**src/rtl/flash_cache_page_set.sv**
```systemverilog
// Multi-page flash cache controller: holds a fully-associative tag for each
// page of a shared cache SRAM. It replaces pages in round-robin order and
// fills one page at a time through a single QSPI read engine.
module flash_cache_page_set #(
  parameter int unsigned ADDRESS_SIZE        = 24,
  parameter int unsigned PAGE_COUNT_LOG2     = 3,
  parameter int unsigned WORDS_PER_PAGE_LOG2 = 6,
  localparam int unsigned PAGE_COUNT         = 1 << PAGE_COUNT_LOG2,
  localparam int unsigned SRAM_ADDRESS_SIZE  = PAGE_COUNT_LOG2 + WORDS_PER_PAGE_LOG2,
  localparam int unsigned TAG_SIZE           = ADDRESS_SIZE - WORDS_PER_PAGE_LOG2 - 2
) (
  input  logic                         clk,
  input  logic                         rst,
  input  logic                         qspi_enable,
  input  logic                         invalidateAll,
  input  logic                         readEnable,
  input  logic [ADDRESS_SIZE-1:0]      readAddress,
  output logic                         wordReady,
  output logic [SRAM_ADDRESS_SIZE-1:0] sramReadAddress,
  output logic [SRAM_ADDRESS_SIZE-1:0] sramWriteAddress,
  output logic                         sramWriteEnable,
  output logic [ADDRESS_SIZE-1:0]      qspi_address,
  output logic                         qspi_changeAddress,
  output logic                         qspi_requestData,
  input  logic                         qspi_readDataValid,
  input  logic                         qspi_initialised,
  input  logic                         qspi_busy,
  output logic [PAGE_COUNT-1:0]        pageValidMask,
  output logic                         busy
);

  localparam int unsigned WORDS_PER_PAGE = 1 << WORDS_PER_PAGE_LOG2;
  localparam int unsigned COUNT_SIZE     = WORDS_PER_PAGE_LOG2 + 1;

  typedef enum logic [1:0] {
    IDLE        = 2'd0,
    CHANGE_ADDR = 2'd1,
    FILL        = 2'd2
  } stateT;

  stateT state;
  stateT nextState;

  logic [TAG_SIZE-1:0]        tag       [PAGE_COUNT];
  logic [COUNT_SIZE-1:0]      fillCount [PAGE_COUNT];
  logic [PAGE_COUNT-1:0]      tagValid;
  logic [PAGE_COUNT_LOG2-1:0] victim;
  logic [PAGE_COUNT_LOG2-1:0] fillPage;

  logic [TAG_SIZE-1:0]            requestTag;
  logic [WORDS_PER_PAGE_LOG2-1:0] wordIndex;
  logic [PAGE_COUNT_LOG2-1:0]     hitPage;
  logic                           hitAny;
  logic                           cacheOn;
  logic                           abortFill;
  logic                           allocate;
  logic                           wordWrite;
  logic                           fillDone;
  logic [1:0]                     unusedByteOffset;

  assign requestTag       = readAddress[ADDRESS_SIZE-1 -: TAG_SIZE];
  assign wordIndex        = readAddress[WORDS_PER_PAGE_LOG2+1:2];
  assign unusedByteOffset = readAddress[1:0];
  assign cacheOn          = qspi_enable && qspi_initialised;
  // A fill in flight is dropped the moment the cache is switched off.
  assign abortFill        = (state != IDLE) && !qspi_enable;

  // Fully-associative lookup; the lowest matching page wins.
  always_comb begin
    hitAny  = 1'b0;
    hitPage = '0;
    for (int p = int'(PAGE_COUNT) - 1; p >= 0; p--) begin
      if (tagValid[p] && (tag[p] == requestTag)) begin
        hitAny  = 1'b1;
        hitPage = PAGE_COUNT_LOG2'(p);
      end
    end
  end

  // Read-side and SRAM/QSPI address outputs (combinational by design).
  assign wordReady        = cacheOn && readEnable && hitAny &&
                            ({1'b0, wordIndex} < fillCount[hitPage]);
  assign sramReadAddress  = {hitPage, wordIndex};
  assign sramWriteAddress = {fillPage, fillCount[fillPage][WORDS_PER_PAGE_LOG2-1:0]};
  assign sramWriteEnable  = qspi_requestData && qspi_readDataValid && (state == FILL);
  assign qspi_address     = {tag[fillPage], (WORDS_PER_PAGE_LOG2 + 2)'(0)};
  assign pageValidMask    = tagValid;
  assign busy             = (state != IDLE);

  // State register.
  always_ff @(posedge clk) begin
    if (rst) begin
      state <= IDLE;
    end else begin
      state <= nextState;
    end
  end

  // Next-state and fill-engine control; aborts override everything.
  always_comb begin
    nextState          = state;
    qspi_changeAddress = 1'b0;
    qspi_requestData   = 1'b0;
    allocate           = 1'b0;
    wordWrite          = 1'b0;
    fillDone           = 1'b0;
    case (state)
      IDLE: begin
        if (readEnable && !hitAny && cacheOn) begin
          allocate  = 1'b1;
          nextState = CHANGE_ADDR;
        end
      end
      CHANGE_ADDR: begin
        qspi_changeAddress = !qspi_busy;
        if (!qspi_busy) begin
          nextState = FILL;
        end
      end
      FILL: begin
        qspi_requestData = 1'b1;
        if (qspi_readDataValid) begin
          wordWrite = 1'b1;
          if (fillCount[fillPage] == COUNT_SIZE'(WORDS_PER_PAGE - 1)) begin
            fillDone  = 1'b1;
            nextState = IDLE;
          end
        end
      end
      default: nextState = IDLE;
    endcase
    if (invalidateAll || abortFill) begin
      nextState = IDLE;
      allocate  = 1'b0;
      wordWrite = 1'b0;
      fillDone  = 1'b0;
    end
  end

  // Per-page tags, valid flags, fill counters and the round-robin victim.
  always_ff @(posedge clk) begin
    if (rst) begin
      tagValid <= '0;
      victim   <= '0;
      fillPage <= '0;
      for (int p = 0; p < int'(PAGE_COUNT); p++) begin
        tag[p]       <= '0;
        fillCount[p] <= '0;
      end
    end else begin
      if (allocate) begin
        fillPage          <= victim;
        tag[victim]       <= requestTag;
        tagValid[victim]  <= 1'b1;
        fillCount[victim] <= '0;
      end
      if (wordWrite) begin
        fillCount[fillPage] <= fillCount[fillPage] + COUNT_SIZE'(1);
      end
      if (fillDone) begin
        victim <= victim + PAGE_COUNT_LOG2'(1);
      end
      if (invalidateAll) begin
        tagValid <= '0;
      end else if (abortFill) begin
        tagValid[fillPage] <= 1'b0;
      end
    end
  end

endmodule

```
**config.mk**
```make
export PLATFORM = sky130hd
export DESIGN_NAME = flash_cache_page_set
export DESIGN_NICKNAME = d
export VERILOG_FILES = /design/src/rtl/flash_cache_page_set.sv
export SDC_FILE = /design/constraint.sdc
export NUM_CORES = 1
export LEC_CHECK = 0
export ABC_AREA = 1
export BUFFER_PORTS_ARGS = -buffer_cell sky130_fd_sc_hd__buf_2
export CORE_AREA = 2 2 158 160
export DETAILED_ROUTE_END_ITERATION = 16
export DIE_AREA = 0 0 160 162
export PLACE_DENSITY = 0.72
export SLEW_MARGIN = 25
export SYNTH_ARGS = -nofsm -noshare
export SYNTH_HDL_FRONTEND = slang
export SYNTH_SLANG_ARGS = --single-unit
```
**constraint.sdc**
```tcl
create_clock -name clk -period 7.2 [get_ports clk]
set_input_delay 0.36 -clock clk [delete_from_list [all_inputs] [get_ports clk]]
set_output_delay 0.36 -clock clk [all_outputs]
set_load 0.005 [all_outputs]
```
==> impl_metrics.ini, run 1 <==
[sta]
fin_tns_setup_ns = 0
skew_ns = 0.0171
finalMaxSlewViolations = 0
hold_slack_ns = 0.126
worstMarginPinSlew_ns = 0.960
rsz0062_at_grt = false
slew_headroom_pct = 35.8
timing.final.hold_violations = 0
finalCriticalPeriod_ns = 4.86
post-route-period-util_pct = 67.5
clock.fmax_mhz = 206
setup_viol = 0

[floorplanning]
die_height_um = 162
start_util_pct = 54.3
io_pins = 87
die_w_um = 160
die_area_um2 = 25900
coreArea_um2 = 24100
rows = 57

[detailed_routing]
vias = 12400
dr.pass1.iters = 7
drtIter0Drc = 1892
finalWirelength_mm = 43.0
viasPerCell = 6.11
wire_per_inst_um = 21.2
drtAntennaViolNets = 0
drc_errors = 0

[global_route]
grt_use_met1_pct = 47.4
grt_overflow = 0
busiest_layer = met2
gr-usage-met2_pct = 51.0
grt_pass1_vias = 11400
grt_usage_pct = 32.9
grt_max_degree = 79
grt_pass1_wl_mm = 65.4
antenna_found_initial = 1
use_met3_pct = 5.31

[synthesis]
synth_edf_count = 184
yosys_warnings = 0
yosysTopAreaCellShare_pct = 42.2
ys_types = 54
synth_area_leaders = edfxtp_1 42%, nand2_1 9.4%, nor2_1 8.2%
seq_area_frac_synth_pct = 45.1
synth_top_area_cell = edfxtp_1
async_flop_share_pct = 0
synth_area_per_cell_um2 = 7.79
synth_flop_cell = edfxtp_1
ys_ff_latch = 203
synth_area_um2 = 13100
synth_cells = 1679

[min_path]
holdCritPathClass = input port to register

[clock_tree]
htreeDepth = 1
hold_buffers = 0
clk_transition_reported_paths_ns = 0.06
clockBufferDepth = 3
root_buffer = clkbuf_16
clk_latency_ns = 0.52
cts_buffers = 23
cts_resized = 0
cts_sinks = 203
cts_setup_buffers = 0
cts_tree = built

[critical_path]
worst-path-buf-inv = 3
path_max_fanout = 20
cp.arrival_ns = 4.50
cp_slowest_stage_delay_ns = 0.49
critPathKind = register to primary output
cp_common_cell = nand2_1
cp_cell_sequence = xnor2_1, nand3_1, nor4_1, nand4_1, nand2_1, nand2_1, nand2_1, buf_4, nand2_1, o211ai_1, nand3_1, nand2_1, inv_1, ha_1, a21oi_1, nor2_1, nor2_1, o21ai_0, a21oi_1, buf_2
end_kind = primary output
critPathSlowestCell = nand2_1
start_kind = register
critPathTopFamily = simple AND/OR/NAND/NOR gates
critPathRequiredTime_ns = 6.84

[finish]
finalNonFillerCells = 2034
drive_gt1_share_pct = 11.9
fillers = 2285
fin_nets = 1734
most-common-layout-cells = 327 x nand2_1, 285 x nor2_1, 184 x edfxtp_1
seqCellArea_um2 = 5910
area_delta_synth_final_pct = 7.85
multi_input_area_um2 = 5950
final_core_util_pct = 58.5
final_common_cell = nand2_1

[power_and_ir_drop]
p_leak_uw = 0.00589
total_power_uw = 2830
peakVddDrop_v = 0.000198
power_density_nw_per_um2 = 201

[job]
maxCapViolations = 0

[place]
dp_hpwl_mm = 31.5
place.port_buffers = 76
gp_congestion = 1.02
dp.cells = 1994

[status]
status = completed
-- power by group --
part	internal (µW)	leakage [µW]	switching, µW	total [µW]
sequential	1320	0.00206	28.1	1350
combinational	91.5	0.00349	240	332
clock	668	0.000342	482	1150
total	2080	0.00589	751	2830
-- cell families after synthesis --
family / Yosys count / share of synthesized area [%]
flops: 203 / 45.1
compound gates: 292 / 12.3
fa+ha+maj: 7 / 0.669
buf+inv: 286 / 9.60
simple gates: 856 / 30.0
xor+xnor: 34 / 2.28
other cells: 1 / 0.0287
-- through the flow --
step | instance area [µm²] | setup WS (ns)
4_1_cts | 14100 | 2.50
3_5_place_dp | 13400 | 2.55
6_report | 14100 | 2.34
5_1_grt | 14100 | 1.99
3_3_place_gp | 13400 | 2.59
2_1_floorplan | 13100 | 3.92
-- metal layers --
layer	up-vias	wire length, µm
met4	0	1470
met3	111	5610
li1	5652	-
met1	5771	17000
met5	-	0
met2	885	19000
-- registers in the layout, summed over array words and instances (netlist names), named ones only --
name	count
state	2
fillPage	3
pageValidMask	8
victim	3
fillCount	56
tag	128
-- cell usage after synthesis (10+ instances only) --
cell	number
a211oi_1	10
a21oi_1	97
a31oi_1	18
buf_2	27
buf_4	27
clkbuf_1	33
dfxtp_1	19
edfxtp_1	184
inv_1	168
inv_2	16
nand2_1	327
nand2_2	10
nand3_1	72
nand4_1	38
nor2_1	285
nor2_2	34
nor3_1	21
nor4_1	23
o21ai_0	129
or2_1	10
xnor2_1	10
xor2_1	24
-- worst register-to-register path, cell delays in order (launching register included) --
cell and delay [ns]:
dfxtp_2 0.49, inv_2 0.32, buf_4 0.70, nor2_1 0.09
o21ai_0 0.23, nand2_1 0.10, nand2_1 0.14, ha_1 0.22
nand2_1 0.08, nor3_1 0.19, nand2_1 0.07, inv_1 0.08
nor2_1 0.04, o21ai_1 0.62, nor2_1 0.11
-- final cells by class --
cell class	count	share of cell area (%)
Tap cell	324	2.87
Clock buffer	31	4.36
Clock inverter	8	0.665
Sequential cell	203	41.9
Multi-Input combinational cell	1197	42.2
Antenna cell	1	0.0177
Inverter	187	4.99
Timing Repair Buffer	83	3.07
-- path summary, 6_finish.rpt --
kind | end | startpoint | slack (ns) | cells past startpoint
worst max-delay path | wordReady | tag[2][2] | 2.34 | 20
worst min-delay path | victim[2] | rst | 0.13 | 2
worst max register to register | fillCount[0][6] | register | 3.42 | 14
worst min register to register | state[0] | state[0] | 0.55 | 2
(Power assumes the default switching activity.)
==> run 2: changes to the inputs <==
Settings changed: PLACE_DENSITY 0.72 to 0.75.
Clock period 7.2 ns to 4.45 ns, I/O delays scaled along.
==> run 2 against run 1 <==
Sequential share of layout area is 1.1 points lower. Flip-flop and latch count unchanged. Wire length grew 1.9%. Sequential power is 62% higher. Die area unchanged. Largest power group unchanged. Highest routed layer unchanged.
==> impl_metrics.ini, run 2 (same netlist as run 1, synthesis figures left out) <==
[status]
status = completed

[detailed_routing]
finalWirelength_mm = 43.9
drc_errors = 0
vias = 12400
wire_per_inst_um = 21.2
viasPerCell = 5.99
dr.pass1.iters = 6
drtIter0Drc = 1819
drtAntennaViolNets = 0

[sta]
finalCriticalPeriod_ns = 4.23
setup_viol = 0
post-route-period-util_pct = 95.1
skew_ns = 0.0214
worstMarginPinSlew_ns = 0.795
slew_headroom_pct = 46.6
finalMaxSlewViolations = 0
clock.fmax_mhz = 236
timing.final.hold_violations = 0

[global_route]
grt_overflow = 0
grt_pass1_wl_mm = 66.7
grt_usage_pct = 33.7
grt_max_degree = 68
grt_pass1_vias = 11600
antenna_found_initial = 2

[finish]
postLayoutCellArea_um2 = 14500
drive_gt1_share_pct = 14.1
seqCellArea_um2 = 5910
area_delta_synth_final_pct = 10.7
multi_input_area_um2 = 5980
largest_reg_flops = 128
most-common-layout-cells = 325 x nand2_1, 284 x nor2_1, 184 x edfxtp_1
fillers = 2200
final_common_cell = nand2_1
fin_nets = 1763
top_register = tag

[clock_tree]
cts_sinks = 203
clk_latency_ns = 0.54
root_buffer = clkbuf_16
cts_setup_buffers = 0
htreeDepth = 1
cts_buffers = 24
clockBufferDepth = 3
cts_tree = built
clk_transition_reported_paths_ns = 0.06

[place]
dp_hpwl_mm = 32.7
gp_congestion = 0.996
place.port_buffers = 76
place_area_um2 = 13600

[critical_path]
critPathKind = register to primary output
cp.arrival_ns = 4.01
path_max_fanout = 7
cp_cell_sequence = xnor2_1, nand3_1, nor2_1, nand3_2, nand2_1, nand2_1, nand2_1, nand2_2, nand2_1, buf_4, nand2_1, o211ai_1, nand3_1, nand2_1, inv_1, ha_1, a21oi_1, nor2_1, nor2_2, o21ai_1, a21oi_1, buf_2
critPathSlowestCell = edfxtp_1
r2r-end = fillCount[0][6]
end_kind = primary output
rr_worst_depth = 15
start_kind = register
cp_slowest_stage_delay_ns = 0.41
reg2reg_setup_slack_ns = 0.70
cp_common_cell = nand2_1
critPathRequiredTime_ns = 4.23

[job]
maxCapViolations = 0

[power_and_ir_drop]
power_density_nw_per_um2 = 334
p_leak_uw = 0.00609
peakVddDrop_v = 0.000396
total_power_uw = 4840

[min_path]
holdCritPathClass = input port to register
holdPathStages = 3
hp-start = qspi_busy
hold_end = state[1]

[floorplanning]
rows = 57
die_area_um2 = 25900
die_w_um = 160
coreArea_um2 = 24100
die_height_um = 162
io_pins = 87
start_util_pct = 54.3
-- run 2: worst max-delay path by stage --
stage / cells past startpoint / start / slack, ns / endpoint
5_1_grt: 26 / tag[7][10] / -0.02 / wordReady
3_3_place_gp: 24 / readAddress[19] / 0.44 / wordReady
4_1_cts: 20 / tag[7][14] / 0.18 / wordReady
6_report: 22 / tag[4][10] / 0.22 / wordReady
3_5_place_dp: 19 / readAddress[22] / 0.40 / wordReady
2_1_floorplan: 26 / readAddress[12] / 1.44 / wordReady
-- run 2: per-layer routing --
metal	share of wire [%]	track usage, %
met4	3.5	12.0
met5	0	0
met2	44	52.4
met3	13	6.95
met1	40	47.2
-- run 2: power by group --
| group | leakage [µW] | switching (µW) | internal, µW |
|---|---|---|---|
| registers | 0.00206 | 50.6 | 2140 |
| logic | 0.00364 | 391 | 160 |
| clock network | 0.000402 | 811 | 1290 |
| total | 0.00609 | 1250 | 3590 |
-- run 2: area by class of cell --
| type | count | share of cell area [%] |
|---|---|---|
| Sequential cell | 203 | 40.8 |
| Multi-Input combinational cell | 1197 | 41.3 |
| Tap cell | 324 | 2.80 |
| Timing Repair Buffer | 111 | 4.46 |
| Antenna cell | 2 | 0.0345 |
| Inverter | 187 | 4.86 |
| Clock buffer | 30 | 4.58 |
| Clock inverter | 14 | 1.23 |
-- run 2: critical path, delay by kind of cell (launching register included) --
family / cells / cell delay, ns
flops: 1 / 0.41
buf+inv: 3 / 0.36
fa+ha+maj: 1 / 0.28
simple gates: 13 / 1.59
compound gates: 4 / 0.44
xor+xnor: 1 / 0.41
-- run 2: metrics by stage --
step                setup WS, ns  utilization [%]  TNS (ns)  cells  hold slack [ns]
detailed placement         0.405             56.4         0   2021            0.508
floorplan                   1.44                -         0   1686            0.299
global placement           0.439             56.4         0   2021            0.514
CTS                        0.178             60.0         0   2066           0.0486
global route             -0.0174             60.1   -0.0174   2068           0.0817
finish                     0.219             60.1         0   2068           0.0649
-- run 2: repair_timing --
item | CTS | global route
hold endpoints to repair | 3 | 0
gates resized for setup | 1 | 8
hold buffers | 1 | 0
setup endpoints to repair | 1 | 1
